**config.mk**
```make
export PLATFORM = sky130hd
export DESIGN_NAME = module_test_counter
export DESIGN_NICKNAME = d
export VERILOG_FILES = /design/src/rtl/module_test_counter.sv
export SDC_FILE = /design/constraint.sdc
export NUM_CORES = 1
export LEC_CHECK = 0
export CELL_PAD_IN_SITES_DETAIL_PLACEMENT = 0
export CELL_PAD_IN_SITES_GLOBAL_PLACEMENT = 1
export CORE_MARGIN = 2
export CORE_UTILIZATION = 33
export CTS_CLUSTER_DIAMETER = 60
export CTS_CLUSTER_SIZE = 30
export DETAILED_ROUTE_END_ITERATION = 16
export PLACE_DENSITY_LB_ADDON = 0.12
export SLEW_MARGIN = 20
export SYNTH_ARGS = -nofsm -noshare
export SYNTH_HDL_FRONTEND = slang
export SYNTH_SLANG_ARGS = --single-unit
export TNS_END_PERCENT = 1
```
**constraint.sdc**
```tcl
create_clock -name clk -period 1.5 [get_ports clk]
set_input_delay 0.3 -clock clk [delete_from_list [all_inputs] [get_ports clk]]
set_output_delay 0.3 -clock clk [all_outputs]
set_load 0.005 [all_outputs]
```
**src/rtl/module_test_counter.sv**
```systemverilog
// Prescaled, free-running 6-bit wrapping event counter.
// Define MODULE_TEST_GRAY_EN to emit a registered Gray-coded count on count_o.
module module_test_counter #(
   parameter int unsigned DIVIDER   = 10,
   parameter int unsigned COUNT_MAX = 63
) (
   input  logic       clk,
   input  logic       rst,
   output logic [5:0] count_o
);

   localparam int unsigned PrescW = (DIVIDER > 1) ? $clog2(DIVIDER) : 1;
   localparam logic [PrescW-1:0] PrescLast = PrescW'(DIVIDER - 1);
   localparam logic [5:0] CntMax = 6'(COUNT_MAX);

   if (DIVIDER < 1 || DIVIDER > 65535) begin : g_divider_err
      $error("module_test_counter: DIVIDER out of range 1..65535");
   end
   if (COUNT_MAX < 1 || COUNT_MAX > 63) begin : g_count_max_err
      $error("module_test_counter: COUNT_MAX out of range 1..63");
   end

   logic [PrescW-1:0] presc_q, presc_d;
   logic [5:0]        cnt_q, cnt_d;
   logic              tick;

   always_comb begin
      tick    = (presc_q == PrescLast);
      presc_d = tick ? '0 : presc_q + PrescW'(1);
      cnt_d   = cnt_q;
      if (tick) begin
         cnt_d = (cnt_q == CntMax) ? 6'd0 : cnt_q + 6'd1;
      end
   end

   always_ff @(posedge clk) begin
      if (rst) begin
         presc_q <= '0;
         cnt_q   <= '0;
      end else begin
         presc_q <= presc_d;
         cnt_q   <= cnt_d;
      end
   end

`ifdef MODULE_TEST_GRAY_EN
   // Encode the next count so the Gray output lines up with cnt_q.
   logic [5:0] gray_q;

   always_ff @(posedge clk) begin
      if (rst) begin
         gray_q <= '0;
      end else begin
         gray_q <= cnt_d ^ (cnt_d >> 1);
      end
   end

   assign count_o = gray_q;
`else
   assign count_o = cnt_q;
`endif

endmodule

```
==> key figures <==
Setup path
  – FF-to-FF Start: presc_q[0]
  – Slowest cell on crit path: clkdlybuf4s50_1
  – Critical-path cell list: clkdlybuf4s50_1
  – Crit path arrival time: about 1.2 ns
  – Worst EP required: ~1.2 ns
  – FF-to-FF path depth: 4
  – Worst R2R End: count_o[5]
  – Worst Setup Start Kind: register
  – Setup CP Type: register to output pin
  – Family with the most delay on the worst path: buffers and inverters
  – Crit. End Element: output pin
  – CP Buf/Inv Count: 1
  – CP Max Fanout: 5
  – Max stage delay on crit path: approximately 0.53 ns
  – R2R setup slack: roughly 0.10 ns

STA
  – Final hold slack: 0.488 ns
  – Slew HR: between 70% and 80%
  – RSZ-0062 raised after global routing: yes
  – Setup Total Neg Slack: 0 ns
  – Tightest Pin Transition: 0.397 ns
  – Period utilization: between 90% and 100%
  – Setup Viol. Count Final: 0
  – Final WS setup: 0.0215 ns
  – Worst Clk Skew: ~0.0036 ns
  – Hold Vio Cnt, Final: 0
  – Final Slew Violations: 0
  – Final min period: about 1.5 ns
  – FMAX: 676 MHz

Floorplanning
  – Top-Level Pins: 8
  – Cell row count: 13
  – Core area: 1350 um2
  – Die Y-Extent: around 43 um
  – Effective utilization at floorplan: 36.6%
  – Die area: approximately 1800 um2
  – Chip width: ~43 um

Logic synthesis
  – Post-synthesis cell type count: 27
  – Seq/Total Area, Yosys: 40.5%
  – Post-Syn Instances: 53
  – Netlist Area Pre-Place: roughly 490 um2
  – Seq cells post-synth: 10
  – Mapped Nets: 58
  – Synth area leaders: dfxtp_1 41%, ha_1 7.6%, and3b_2 4.1%, nand3b_4 4.1%, nor3_1 4.1%
  – Cell accounting for the most synthesized area: dfxtp_1
  – Post-synth top area share: between 40% and 50%
  – YS warnings: 0
  – Synthesized area per cell: 9.32 um2

Flow run
  – MaxCap Viol Count: 0

Cells and area
  – Antenna Cells: 0
  – Layout area overhead: 38.2%
  – Fillcell total: 134
  – Final core utilization: about half
  – Most frequent cells in the layout: 7 x clkdlybuf4s50_1, 6 x dfxtp_1, 6 x buf_4
  – Nets@finish: 75
  – Most common cell after layout, fill and taps aside: clkdlybuf4s50_1
  – Share of layout cells above drive strength 1: 29.0%
  – Layout Cells excl Fill: 84

Global route
  – First-pass GRT wire length: approximately 1800 um
  – Total track usage: 12.7%
  – GRT overflow: 0
  – Vias in the first global route: ~400
  – Initial antenna violation count: 0
  – Largest net degree at the start of global routing: 8

Clocking
  – H-tree levels: 1
  – Hold Buf Count CTS: 0
  – Clk root buf: clkbuf_4
  – Clock slew seen by the registers of the worst setup and hold paths: 0.07 ns
  – CTS buffer count: 3
  – Clock Tree Buf Depth: 2
  – Clk_lat worst skew: roughly 0.27 ns
  – CTS tree: yes
  – CTS sink cnt: 10

Power
  – Worst VDD drop: 0.000536 V
  – P per Cell Area: between 800 and 900 nW/um2
  – LEAKAGE: 0.000272 uW

Placement
  – Port Buffers: 7
  – Detailed Place HPWL: around 750 um
  – Final GP Congestion: between 0.7 and 0.8
  – Dpl ws: 0.0463 ns
  – Placed cell count: 80

Run status
  – Status: completed

Min path
  – Hold Crit Start: count_o[1]
  – Hold Crit Class: register to register
  – WHS Endpoint: count_o[1]
  – Worst Hold Depth: 2

Drt
  – First DRT Iteration DRCs: 9
  – Antenna viol nets, final: 0
  – DR pass1 iterations: 4
  – Vias/cell: between 5 and 6
  – Drt wl/cell: 12.6 um
  – Total wire length: 1060 um
  – Residual DRC: 0
  – Vias: approximately 430
==> metrics by stage <==
stage               power [uW]  area [um2]
finish                     592         683
global route               616         683
CTS                        588         661
detailed placement         341         624
global placement           340         624
floorplan                  315         494
==> metal layers <==
metal  vias to the layer above  track usage (%)  wire length [um]
li1                        224                -                 -
met1                       189             18.8               560
met2                        12             17.0               433
met3                         2             3.40                48
met4                         0             5.63                18
met5                         -                0                 0
==> logic make-up after synthesis <==
| group | after synthesis | synth area share, % |
|---|---|---|
| adder cells (fa/ha/maj) | 3 | 7.60 |
| XOR/XNOR | 2 | 3.54 |
| AND/OR/NAND/NOR | 23 | 29.6 |
| buffers and inverters | 4 | 3.04 |
| AO/OA/AOI/OAI | 10 | 13.4 |
| multiplexers | 1 | 2.28 |
| flip-flops | 10 | 40.5 |
==> repair_timing <==
item,4_1_cts,5_1_grt
buffers inserted,0,0
endpoints found under the setup margin,0,9
gates resized for setup,0,8
==> registers in the layout (all words and copies together) (netlist names) <==
signal / count
presc_q: 4
count_o: 6
==> cell usage after synthesis <==
| cell | number |
|---|---|
| clkbuf_1 | 1 |
| a2111oi_0 | 1 |
| mux2_1 | 1 |
| a31oi_1 | 1 |
| nor2_1 | 3 |
| nand3b_4 | 1 |
| a21oi_1 | 3 |
| nor3_1 | 4 |
| and3_1 | 1 |
| nand4b_1 | 1 |
| nand3b_1 | 1 |
| a211oi_1 | 1 |
| o21ai_0 | 1 |
| inv_1 | 3 |
| nand3_1 | 1 |
| or3b_1 | 1 |
| o21a_1 | 1 |
| xnor2_1 | 2 |
| nand2_1 | 5 |
| and3b_2 | 2 |
| o221ai_1 | 1 |
| or4_1 | 1 |
| ha_1 | 3 |
| dfxtp_1 | 10 |
| nand2b_1 | 1 |
| nor2b_1 | 1 |
| a21boi_0 | 1 |
==> worst max-delay path by stage <==
stage	startpoint	to	slack [ns]	cells after the start
after detailed placement	presc_q[1]	count_o[4]	0.05	5
after global routing	presc_q[1]	count_o[3]	-0.12	5
after global placement	presc_q[1]	count_o[5]	0.05	5
after floorplan	presc_q[0]	count_o[4]	0.07	4
final	count_o[5]	count_o[5]	0.02	1
after CTS	count_o[0]	count_o[0]	0.0003	1
==> final cells by class <==
cell class	instances	area, um2	area share, %
tap	15	18.8	2.75
inverter	3	11.3	1.65
sequential	10	205	30.0
timing repair buffer	13	115	16.8
clock buffer	4	36.3	5.31
multi-input combinational	39	297	43.4
==> power by group <==
group | switching, uW | total (uW) | leakage [uW] | internal [uW]
Combinational | 22.4 | 56.3 | 0.000168 | 33.9
Clock | 102 | 250 | 0.0000210 | 148
Sequential | 10.6 | 286 | 0.0000834 | 275
(Power assumes the default switching activity.)
